--- config.mk ---
export PLATFORM = sky130hd
export DESIGN_NAME = memory_arbiter_flat
export DESIGN_NICKNAME = d
export VERILOG_FILES = /design/src/rtl/memory_arbiter_if.sv /design/src/rtl/memory_arbiter.sv /design/src/flat_wrapper.sv
export SDC_FILE = /design/constraint.sdc
export NUM_CORES = 1
export LEC_CHECK = 0
export CAP_MARGIN = 20
export CORE_MARGIN = 2
export CORE_UTILIZATION = 32
export CTS_BUF_LIST = sky130_fd_sc_hd__clkbuf_4 sky130_fd_sc_hd__clkbuf_8
export CTS_CLUSTER_SIZE = 8
export DETAILED_ROUTE_END_ITERATION = 7
export SYNTH_ARGS = -nofsm -noshare
export SYNTH_HDL_FRONTEND = slang
export SYNTH_SLANG_ARGS = --single-unit
--- constraint.sdc ---
create_clock -name clk -period 3.05 [get_ports clk]
set_input_delay 0.305 -clock clk [delete_from_list [all_inputs] [get_ports clk]]
set_output_delay 0.305 -clock clk [all_outputs]
set_load 0.01 [all_outputs]
--- src/rtl/memory_arbiter_if.sv ---
// Requester and memory-side signal bundle for memory_arbiter.
// slave = arbiter side, master = requesters plus memory.
interface memory_arbiter_if #(
   parameter int ADDR_W = 10,
   parameter int DATA_W = 8
);
   logic              a_req;
   logic              a_we;
   logic [ADDR_W-1:0] a_addr;
   logic [DATA_W-1:0] a_wdata;
   logic              a_ack;
   logic [DATA_W-1:0] a_rdata;
   logic              b_req;
   logic              b_we;
   logic [ADDR_W-1:0] b_addr;
   logic [DATA_W-1:0] b_wdata;
   logic              b_ack;
   logic [DATA_W-1:0] b_rdata;
   logic              mem_rd_req;
   logic              mem_wr_req;
   logic [ADDR_W-1:0] mem_raddr;
   logic [ADDR_W-1:0] mem_waddr;
   logic [DATA_W-1:0] mem_wdata;
   logic [DATA_W-1:0] mem_rdata;
   logic              busy;

   modport slave (
      input  a_req, a_we, a_addr, a_wdata,
      input  b_req, b_we, b_addr, b_wdata,
      input  mem_rdata,
      output a_ack, a_rdata, b_ack, b_rdata,
      output mem_rd_req, mem_wr_req,
      output mem_raddr, mem_waddr, mem_wdata,
      output busy
   );

   modport master (
      output a_req, a_we, a_addr, a_wdata,
      output b_req, b_we, b_addr, b_wdata,
      output mem_rdata,
      input  a_ack, a_rdata, b_ack, b_rdata,
      input  mem_rd_req, mem_wr_req,
      input  mem_raddr, mem_waddr, mem_wdata,
      input  busy
   );
endinterface

--- src/rtl/memory_arbiter.sv ---
// Round-robin two-requester sequencer for a synchronous 1R/1W memory.
// Writes complete in one cycle; reads take issue + capture cycles.
module memory_arbiter #(
   parameter int ADDR_W = 10,
   parameter int DATA_W = 8
) (
   input  logic            clk,
   input  logic            rst,
   memory_arbiter_if.slave bus
);

   typedef enum logic [1:0] {
      IDLE,
      RD_ISSUE,
      RD_CAP
   } state_e;

   state_e            state_q, state_d;
   logic              last_b_q, last_b_d;
   logic              owner_b_q, owner_b_d;
   logic              a_ack_q, a_ack_d;
   logic              b_ack_q, b_ack_d;
   logic [DATA_W-1:0] a_rdata_q, a_rdata_d;
   logic [DATA_W-1:0] b_rdata_q, b_rdata_d;
   logic              rd_q, rd_d;
   logic              wr_q, wr_d;
   logic [ADDR_W-1:0] raddr_q, raddr_d;
   logic [ADDR_W-1:0] waddr_q, waddr_d;
   logic [DATA_W-1:0] wdata_q, wdata_d;
   logic              busy_q, busy_d;

   logic              a_elig, b_elig;
   logic              grant_b;
   logic              g_we;
   logic [ADDR_W-1:0] g_addr;
   logic [DATA_W-1:0] g_wdata;

   // A requester whose ack is high this cycle is ignored.
   assign a_elig  = bus.a_req & ~a_ack_q;
   assign b_elig  = bus.b_req & ~b_ack_q;
   assign grant_b = b_elig & (~a_elig | ~last_b_q);
   assign g_we    = grant_b ? bus.b_we    : bus.a_we;
   assign g_addr  = grant_b ? bus.b_addr  : bus.a_addr;
   assign g_wdata = grant_b ? bus.b_wdata : bus.a_wdata;

   always_comb begin
      state_d   = state_q;
      last_b_d  = last_b_q;
      owner_b_d = owner_b_q;
      a_ack_d   = 1'b0;
      b_ack_d   = 1'b0;
      a_rdata_d = a_rdata_q;
      b_rdata_d = b_rdata_q;
      rd_d      = 1'b0;
      wr_d      = 1'b0;
      raddr_d   = raddr_q;
      waddr_d   = waddr_q;
      wdata_d   = wdata_q;
      unique case (state_q)
         IDLE: begin
            if (a_elig | b_elig) begin
               last_b_d = grant_b;
               if (g_we) begin
                  wr_d    = 1'b1;
                  waddr_d = g_addr;
                  wdata_d = g_wdata;
                  a_ack_d = ~grant_b;
                  b_ack_d = grant_b;
               end else begin
                  rd_d      = 1'b1;
                  raddr_d   = g_addr;
                  owner_b_d = grant_b;
                  state_d   = RD_ISSUE;
               end
            end
         end
         RD_ISSUE: state_d = RD_CAP;
         RD_CAP: begin
            if (owner_b_q) begin
               b_rdata_d = bus.mem_rdata;
               b_ack_d   = 1'b1;
            end else begin
               a_rdata_d = bus.mem_rdata;
               a_ack_d   = 1'b1;
            end
            state_d = IDLE;
         end
         default: state_d = IDLE;
      endcase
      busy_d = (state_d != IDLE);
   end

   always_ff @(posedge clk) begin
      if (rst) begin
         state_q   <= IDLE;
         last_b_q  <= 1'b1;
         owner_b_q <= 1'b0;
         a_ack_q   <= 1'b0;
         b_ack_q   <= 1'b0;
         a_rdata_q <= '0;
         b_rdata_q <= '0;
         rd_q      <= 1'b0;
         wr_q      <= 1'b0;
         raddr_q   <= '0;
         waddr_q   <= '0;
         wdata_q   <= '0;
         busy_q    <= 1'b0;
      end else begin
         state_q   <= state_d;
         last_b_q  <= last_b_d;
         owner_b_q <= owner_b_d;
         a_ack_q   <= a_ack_d;
         b_ack_q   <= b_ack_d;
         a_rdata_q <= a_rdata_d;
         b_rdata_q <= b_rdata_d;
         rd_q      <= rd_d;
         wr_q      <= wr_d;
         raddr_q   <= raddr_d;
         waddr_q   <= waddr_d;
         wdata_q   <= wdata_d;
         busy_q    <= busy_d;
      end
   end

   assign bus.a_ack      = a_ack_q;
   assign bus.b_ack      = b_ack_q;
   assign bus.a_rdata    = a_rdata_q;
   assign bus.b_rdata    = b_rdata_q;
   assign bus.mem_rd_req = rd_q;
   assign bus.mem_wr_req = wr_q;
   assign bus.mem_raddr  = raddr_q;
   assign bus.mem_waddr  = waddr_q;
   assign bus.mem_wdata  = wdata_q;
   assign bus.busy       = busy_q;

endmodule

--- src/flat_wrapper.sv ---
// flat-port wrapper written by rule: the top's interface ports become plain ports
module memory_arbiter_flat 
#(
   parameter int ADDR_W = 10,
   parameter int DATA_W = 8
)
  (clk, rst, bus_a_req, bus_a_we, bus_a_addr, bus_a_wdata, bus_b_req, bus_b_we, bus_b_addr, bus_b_wdata, bus_mem_rdata, bus_a_ack, bus_a_rdata, bus_b_ack, bus_b_rdata, bus_mem_rd_req, bus_mem_wr_req, bus_mem_raddr, bus_mem_waddr, bus_mem_wdata, bus_busy);
  memory_arbiter_if #(.ADDR_W(ADDR_W), .DATA_W(DATA_W)) bus_i ();
  input  logic clk;
  input  logic rst;
  input wire logic [$bits(bus_i.a_req)-1:0] bus_a_req;
  input wire logic [$bits(bus_i.a_we)-1:0] bus_a_we;
  input wire logic [$bits(bus_i.a_addr)-1:0] bus_a_addr;
  input wire logic [$bits(bus_i.a_wdata)-1:0] bus_a_wdata;
  input wire logic [$bits(bus_i.b_req)-1:0] bus_b_req;
  input wire logic [$bits(bus_i.b_we)-1:0] bus_b_we;
  input wire logic [$bits(bus_i.b_addr)-1:0] bus_b_addr;
  input wire logic [$bits(bus_i.b_wdata)-1:0] bus_b_wdata;
  input wire logic [$bits(bus_i.mem_rdata)-1:0] bus_mem_rdata;
  output wire logic [$bits(bus_i.a_ack)-1:0] bus_a_ack;
  output wire logic [$bits(bus_i.a_rdata)-1:0] bus_a_rdata;
  output wire logic [$bits(bus_i.b_ack)-1:0] bus_b_ack;
  output wire logic [$bits(bus_i.b_rdata)-1:0] bus_b_rdata;
  output wire logic [$bits(bus_i.mem_rd_req)-1:0] bus_mem_rd_req;
  output wire logic [$bits(bus_i.mem_wr_req)-1:0] bus_mem_wr_req;
  output wire logic [$bits(bus_i.mem_raddr)-1:0] bus_mem_raddr;
  output wire logic [$bits(bus_i.mem_waddr)-1:0] bus_mem_waddr;
  output wire logic [$bits(bus_i.mem_wdata)-1:0] bus_mem_wdata;
  output wire logic [$bits(bus_i.busy)-1:0] bus_busy;
  assign bus_i.a_req = bus_a_req;
  assign bus_i.a_we = bus_a_we;
  assign bus_i.a_addr = bus_a_addr;
  assign bus_i.a_wdata = bus_a_wdata;
  assign bus_i.b_req = bus_b_req;
  assign bus_i.b_we = bus_b_we;
  assign bus_i.b_addr = bus_b_addr;
  assign bus_i.b_wdata = bus_b_wdata;
  assign bus_i.mem_rdata = bus_mem_rdata;
  assign bus_a_ack = bus_i.a_ack;
  assign bus_a_rdata = bus_i.a_rdata;
  assign bus_b_ack = bus_i.b_ack;
  assign bus_b_rdata = bus_i.b_rdata;
  assign bus_mem_rd_req = bus_i.mem_rd_req;
  assign bus_mem_wr_req = bus_i.mem_wr_req;
  assign bus_mem_raddr = bus_i.mem_raddr;
  assign bus_mem_waddr = bus_i.mem_waddr;
  assign bus_mem_wdata = bus_i.mem_wdata;
  assign bus_busy = bus_i.busy;
  memory_arbiter #(.ADDR_W(ADDR_W), .DATA_W(DATA_W)) u_core (.clk(clk), .rst(rst), .bus(bus_i));
endmodule
Word-level counts from Yosys, hierarchy flattened:

Cells that the tools add are included.

* flip-flop bits (word level): 53
* input bits: 50
* word-level logic and storage cells: 53

* equality and inequality tests: 2
* muxes and demuxes: 16
* bitwise gates (word level): 14
* reduce and logical (&&, ||, !) cells: 8

Operator list (number)
* two-way mux 10 bit: 1
* two-way mux 1 bit: 9
* NOT 1 bit: 9
* two-way mux 8 bit: 1
* AND reduction 2 bit: 3
* AND reduction 3 bit: 2
* two-way mux 2 bit: 2
* case mux 1 bit (2 select lines): 2
* case mux 2 bit (2 select lines): 1
* AND 1 bit: 3
* OR reduction 3 bit: 1
* equality test 2 x 1 -> 1 bit, second input constant: 1
* equality test 2 bit, second input constant: 1
* zero test 2 bit: 1
* OR 1 bit: 2
* nonzero test 2 bit: 1

Logic depth before layout (Yosys ltp):

Gate-level depths: netlist of run 1.

* word-level depth: 10
* mapped depth: 7
* depth with buffers taken out: 4

Least setup slack after synthesis of run 1:

OpenSTA, ideal clock, no wires.

* path type: register to register
* start: register u_core.b_ack_q, in the netlist u_core.bus.b_ack
* end: register u_core.raddr_q[2], in the netlist u_core.bus.mem_raddr[2]
* setup time: 0.123 ns
* data arrival time: 1.426 ns
* required time: 2.927 ns
* path slack: 1.501 ns
* cell stages (with the launch flop): 8
* path buffers: 3
* cells stage by stage: dfxtp_1 > nor2b_4 > buf_6 > and3_4 > or3_1 > buf_2 > buf_6 > mux2i_1

* cells in the longest elaborated chain, start to end: 6
* elaborated cells between the ends (all ways): 8
* those cells by class: 2 x mux; 5 x bitwise; 1 x reduce/logical

RTL lines
* from (decl): line memory_arbiter.sv:22 `logic b_ack_q, b_ack_d;`
* from (signal assigned): line memory_arbiter.sv:113 `b_ack_q <= b_ack_d;`
* NOT 1 bit *: line memory_arbiter.sv:40 `assign b_elig = bus.b_req & ~b_ack_q;`
* AND 1 bit *: line memory_arbiter.sv:40
* AND 1 bit: line memory_arbiter.sv:41 `assign grant_b = b_elig & (~a_elig | ~last_b_q);`
* two-way mux 1 bit: line memory_arbiter.sv:42 `assign g_we = grant_b ? bus.b_we : bus.a_we;`
* NOT 1 bit (no line)
* AND reduction 3 bit (no line)
* to (signal assigned): line memory_arbiter.sv:118 `raddr_q <= raddr_d;`
* to (decl): line memory_arbiter.sv:27 `logic [ADDR_W-1:0] raddr_q, raddr_d;`

Mark *: on every way between the ends. The rest lies on a longest branch, timed or not.
A chain may end at the register's enable or synchronous reset.

Worst setup path in the final report of run 1:

* start: input port bus_a_req
* end: register u_core.wdata_q[7], in the netlist u_core.bus.mem_wdata[7]

* cells in the longest elaborated chain, start to end: 6
* elaborated cells between the ends (all ways): 8
* those cells by class: 2 x mux; 5 x bitwise; 1 x reduce/logical

RTL lines
* from (decl): line flat_wrapper.sv:11 `input wire logic [$bits(bus_i.a_req)-1:0] bus_a_req;`
* AND 1 bit *: line memory_arbiter.sv:39 `assign a_elig = bus.a_req & ~a_ack_q;`
* NOT 1 bit: line memory_arbiter.sv:41
* OR 1 bit: line memory_arbiter.sv:41
* AND 1 bit: line memory_arbiter.sv:41
* two-way mux 1 bit: line memory_arbiter.sv:42
* AND reduction 3 bit (no line)
* to (signal assigned): line memory_arbiter.sv:120 `wdata_q <= wdata_d;`
* to (decl): line memory_arbiter.sv:29 `logic [DATA_W-1:0] wdata_q, wdata_d;`

Marked as above.

==> flow_metrics.env, run 1 <==
export IMPL_cp_start_kind="input port"
export IMPL_hp_class="register to register"
export IMPL_syn_area_um2=2390
export IMPL_clockBufferDepth=2
export IMPL_layout_common_cells="clkdlybuf4s50_1 (97), dfxtp_1 (53), mux2i_1 (44), nand2b_1 (36), nor2_1 (23)"
export IMPL_grtUsageTotal=0.141
export IMPL_p_seq_frac=0.464
export IMPL_cp_top_family="compound AO/OA/AOI/OAI gates"
export IMPL_cts_hold_buf=0
export IMPL_syn_avg_cell_area_um2=9.88
export IMPL_yosys_warnings=0
export IMPL_yosysUniqueCellTypes=29
export IMPL_outcome="finished clean"
export IMPL_layout_commonest_cell="clkdlybuf4s50_1"
export IMPL_num_fill_cells=710
export IMPL_path_cells="clkdlybuf4s50_1 -> nand3b_4 -> and3_4 -> o21ai_2 -> a221oi_1"
export IMPL_ir_worst_vdd_mv=0.227
export IMPL_seq_area_frac_synth=0.444
export IMPL_finalNetCount=383
export IMPL_combPwrFrac=0.239
export IMPL_arrival_ns=2.34
export IMPL_dp_hpwl_um=4060
export IMPL_clk_pin_slew_ns=0.09
export IMPL_post_route_period_util=0.724
export IMPL_first_iter_violations=74
export IMPL_synthFlopType="dfxtp_1"
export IMPL_cp_num_buf_inv=1
export IMPL_tightest_slew_ns=1.06
export IMPL_vias=1974
export IMPL_tritoncts="built"
export IMPL_num_antenna_cells=0
export IMPL_period_needed_ns=2.21
export IMPL_grt_max_degree=64
export IMPL_die_x_um=90.4
export IMPL_synth_seq_cells=53
export IMPL_worstPathRequired_ns=3.19
export IMPL_root_buffer="clkbuf_8"
export IMPL_p_switching_mw=0.430
export IMPL_cellPowerDensity_nw_per_um2=470
export IMPL_ys_top_cells_by_area="dfxtp_1 (44%), mux2i_1 (18%), nand2b_1 (9.4%)"
export IMPL_clock_latency_ns=0.30
export IMPL_drive_gt1_frac=0.0599
export IMPL_fmax_ghz=0.453
export IMPL_synth_edf_count=0
export IMPL_maxCapViolCount=0
export IMPL_drcViolationCount=0
export IMPL_p_int_mw=1.24
export IMPL_clock_power_share=0.297
export IMPL_gp_congestion=0.707
export IMPL_register_area_um2=1060
export IMPL_relSlewSlack=0.290
export IMPL_antenna_left=0
export IMPL_synthesis_instances=242
export IMPL_multi_input_area_um2=1210
export IMPL_initial_core_util=0.330
export IMPL_numPortBuffers=98
export IMPL_critPathMaxFanout=24
export IMPL_drt_wl_total_um=5810
export IMPL_power_leakage_nw=1.51
export IMPL_grt_pass1_vias=1917
export IMPL_core_area_um2=7250
export IMPL_cts_htree_levels=2
export IMPL_synth_top_area_frac=0.444
export IMPL_num_rows=31
export IMPL_setup_viol=0
export IMPL_crit_type="input port to register"
export IMPL_dieHeight_um=90.4
export IMPL_clock_sinks=53
export IMPL_viasPerCell=4.56
export IMPL_cts_inserted_buffers=5
export IMPL_antenna_found_initial=0
export IMPL_syn_nets=292
export IMPL_boundaryPins=99
export IMPL_post_cts_buffers=0
export IMPL_grt_overflow_total=0
export IMPL_drt_pass1_iterations=4
export IMPL_dieArea_um2=8180
export IMPL_rsz0062_at_grt="false"
export IMPL_final_setup_tns_ns=0
export IMPL_synthToLayoutAreaGrowth_pct=48.7
export IMPL_finClkSkew_ns=0.00819
export IMPL_finalMaxSlewViolations=0
export IMPL_hold_viol=0
export IMPL_grt_first_pass_wirelength_um=9380
export IMPL_critical_path_slowest_cell="o21ai_2"
export IMPL_holdWs_ns=0.475
export IMPL_yosysTopAreaCell="dfxtp_1"
export IMPL_end_kind="register"
export IMPL_wl_per_cell_um=13.4
export IMPL_async_reset_ff_frac=0
export IMPL_slowest_delay_ns=0.81
export IMPL_switching_share=0.257
export IMPL_cts_resized=0
Yosys cell counts (3+ instances only):
library cell / n
clkbuf_1: 12
buf_2: 3
a21boi_0: 10
nor2_1: 23
nand2_1: 3
o21bai_1: 11
a221oi_1: 8
dfxtp_1: 53
nand2b_1: 36
mux2i_1: 44
inv_1: 8
and3_1: 10
power groups by stage:
stage / Combinational, mW / Sequential, mW / Clock, mW
after floorplan: 0.186 / 0.812 / 0
after global placement: 0.401 / 0.792 / 0
after detailed placement: 0.404 / 0.792 / 0
after CTS: 0.406 / 0.777 / 0.514
after global routing: 0.431 / 0.784 / 0.545
final: 0.399 / 0.776 / 0.497
registers in the layout, indices dropped and copies added (netlist names), 2 cells and up:
register	flops
u_core.bus.mem_raddr	10
u_core.bus.mem_waddr	10
u_core.bus.a_rdata	8
u_core.bus.b_rdata	8
u_core.bus.mem_wdata	8
u_core.state_q	2
tightest hold or removal path: stages, from the launching register on:
cell      delay (ns)
dfxtp_1         0.32
inv_1           0.04
a221oi_1        0.06
final cells by class:
class	count	share of cell area
timing repair buffer	102	0.283
inverter	8	0.00844
clock inverter	2	0.0106
sequential	53	0.298
clock buffer	6	0.0232
tap	99	0.0348
multi-input combinational	163	0.342
path summary, 6_finish.rpt:
check | startpoint | slack [ns] | cells after the start | end
max | bus_a_req | 0.84 | 5 | u_core.bus.mem_wdata[7]$_SDFFE_PP0P_
min | u_core.bus.mem_wdata[7]$_SDFFE_PP0P_ | 0.47 | 2 | u_core.bus.mem_wdata[7]$_SDFFE_PP0P_
max reg2reg | u_core.bus.a_ack$_SDFF_PP0_ | 0.96 | 4 | u_core.bus.mem_wdata[7]$_SDFFE_PP0P_
min reg2reg | u_core.bus.mem_wdata[7]$_SDFFE_PP0P_ | 0.47 | 2 | u_core.bus.mem_wdata[7]$_SDFFE_PP0P_
stage by stage:
step	std cells	instance area [µm²]	setup WS [ns]	util	total power, mW
6_report	433	3560	0.843	0.490	1.67
5_1_grt	433	3560	0.635	0.490	1.76
4_1_cts	433	3560	0.772	0.490	1.70
3_5_place_dp	425	3440	0.452	0.474	1.20
3_3_place_gp	425	3440	0.501	0.474	1.19
2_1_floorplan	242	2390	1.50	-	0.998
cell families (layout without fill, tap and decap cells):
kind of cell           Yosys count  in the layout  synth area share
AOI/OAI and AO/OA               38             38             0.125
buffers and inverters           26            118            0.0502
DFF                             53             53             0.444
muxes                           44             44             0.184
and+or+nand+nor                 81             81             0.197
metal layers:
layer,vias up,global-route usage,wire (µm)
li1,1012,-,-
met1,909,0.173,2680
met2,46,0.242,2790
met3,7,0.0317,243
met4,0,0.0526,100
met5,-,0,0
Power figures use the tool's default switching activity.
==> inputs of run 2 (changes only) <==
==> constraint.sdc (replaced) <==
create_clock -name clk -period 2.11 [get_ports clk]
set_input_delay 0.211 -clock clk [delete_from_list [all_inputs] [get_ports clk]]
set_output_delay 0.211 -clock clk [all_outputs]
set_load 0.01 [all_outputs]
==> run 2 against run 1 <==
Critical path depth increased by 1. Combinational power grew 52%. Via count grew 0.86%.
==> flow_metrics.env, run 2 (synthesis gave the netlist of run 1 again) <==
export IMPL_holdPathStages=2
export IMPL_worstReg2RegStart="u_core.state_q[0]$_SDFF_PP0_"
export IMPL_finalNonFillerCells=444
export IMPL_num_fill_cells=725
export IMPL_clock_sinks=53
export IMPL_hp_class="input port to register"
export IMPL_tightest_slew_ns=0.573
export IMPL_post_cts_buffers=0
export IMPL_min_to="u_core.bus.mem_rd_req$_SDFF_PP0_"
export IMPL_relSlewSlack=0.617
export IMPL_grt_first_pass_wirelength_um=9930
export IMPL_dieHeight_um=90.4
export IMPL_post_route_period_util=0.743
export IMPL_clk_pin_slew_ns=0.11
export IMPL_r2r_end="u_core.bus.mem_raddr[8]$_SDFFE_PP0P_"
export IMPL_layout_commonest_cell="clkdlybuf4s50_1"
export IMPL_finalNetCount=394
export IMPL_placedCellCount=436
export IMPL_boundaryPins=99
export IMPL_finClkSkew_ns=0.0106
export IMPL_end_kind="register"
export IMPL_core_area_um2=7250
export IMPL_critPathMaxFanout=10
export IMPL_clock_latency_ns=0.31
export IMPL_drt_pass1_iterations=4
export IMPL_synthToLayoutAreaGrowth_pct=51.1
export IMPL_drt_wl_total_um=6010
export IMPL_tritoncts="built"
export IMPL_placed_area_um2=3520
export IMPL_vias=1991
export IMPL_multi_input_area_um2=1210
export IMPL_dieArea_um2=8180
export IMPL_r2r_setup_slack_ns=0.55
export IMPL_cts_htree_levels=2
export IMPL_finalMaxSlewViolations=0
export IMPL_dp_hpwl_um=4460
export IMPL_grt_pass1_vias=2018
export IMPL_layout_common_cells="clkdlybuf4s50_1 (97), dfxtp_1 (53), mux2i_1 (44), nand2b_1 (36), nor2_1 (23)"
export IMPL_initial_core_util=0.330
export IMPL_outcome="finished clean"
export IMPL_arrival_ns=1.79
export IMPL_utilization=0.498
export IMPL_grt_overflow_total=0
export IMPL_power_leakage_nw=1.55
export IMPL_num_rows=31
export IMPL_cts_inserted_buffers=5
export IMPL_antenna_left=0
export IMPL_antenna_found_initial=0
export IMPL_final_setup_tns_ns=0
export IMPL_numPortBuffers=98
export IMPL_rr_worst_depth=5
export IMPL_die_x_um=90.4
export IMPL_register_area_um2=1060
export IMPL_crit_type="input port to register"
export IMPL_ir_worst_vdd_mv=0.305
export IMPL_cts_resized=0
export IMPL_rsz0062_at_grt="false"
export IMPL_viasPerCell=4.48
export IMPL_grt_max_degree=25
export IMPL_drcViolationCount=0
export IMPL_wl_per_cell_um=13.5
export IMPL_holdCritStartpoint="rst"
export IMPL_grtUsageTotal=0.147
export IMPL_first_iter_violations=42
export IMPL_period_needed_ns=1.57
export IMPL_drive_gt1_frac=0.0899
export IMPL_hold_viol=0
export IMPL_gp_congestion=0.830
export IMPL_worstPathRequired_ns=2.34
export IMPL_num_antenna_cells=0
export IMPL_stdcell_area_um2=3610
export IMPL_maxCapViolCount=0
export IMPL_fmax_ghz=0.638
export IMPL_root_buffer="clkbuf_8"
export IMPL_clockBufferDepth=2
export IMPL_cp_start_kind="input port"
export IMPL_cellPowerDensity_nw_per_um2=641
export IMPL_setup_viol=0
export IMPL_cts_hold_buf=0
run 2: layout make-up:
class,count,share of cell area
multi-input combinational,163,0.336
timing repair buffer,113,0.301
tap,99,0.0343
clock inverter,3,0.00693
sequential,53,0.294
inverter,8,0.00831
clock buffer,5,0.0191
run 2: through the flow:
| step | power, mW | hold WS [ns] | worst slack [ns] |
|---|---|---|---|
| floorplan | 1.44 | 0.355 | 0.561 |
| global placement | 1.75 | 0.457 | 0.283 |
| detailed placement | 1.76 | 0.460 | 0.221 |
| CTS | 2.36 | 0.275 | 0.542 |
| global route | 2.46 | 0.298 | 0.421 |
| finish | 2.32 | 0.281 | 0.542 |
run 2: worst max path at each step:
| stage | end | cells after the start | start |
|---|---|---|---|
| 2_1_floorplan | u_core.bus.mem_raddr[2]$_SDFFE_PP0P_ | 7 | u_core.bus.b_ack$_SDFF_PP0_ |
| 4_1_cts | u_core.bus.mem_waddr[8]$_SDFFE_PP0P_ | 6 | bus_b_req |
| 5_1_grt | u_core.bus.mem_wdata[4]$_SDFFE_PP0P_ | 6 | bus_a_req |
| 6_report | u_core.bus.mem_waddr[8]$_SDFFE_PP0P_ | 6 | bus_b_req |
| 3_5_place_dp | u_core.bus.mem_waddr[8]$_SDFFE_PP0P_ | 6 | bus_b_req |
| 3_3_place_gp | u_core.bus.mem_raddr[8]$_SDFFE_PP0P_ | 6 | bus_b_req |
run 2: power by group:
group / total, mW / internal [mW] / switching (mW)
clock network: 0.587 / 0.242 / 0.345
registers: 1.12 / 1.08 / 0.0439
logic: 0.608 / 0.353 / 0.255
run 2: per-layer routing:
layer  up-vias  routed length, µm  track usage
met5         -                  0            0
met4         0                140       0.0577
met3        10                333       0.0384
met2        58               2740        0.238
met1       896               2800        0.188
li1       1027                  -            -
run 2: critical path: stages:
cell,delay (ns)
clkdlybuf4s50_1,0.46
nor2b_4,0.22
a21boi_1,0.14
o21ai_2,0.25
buf_4,0.27
mux2i_1,0.23
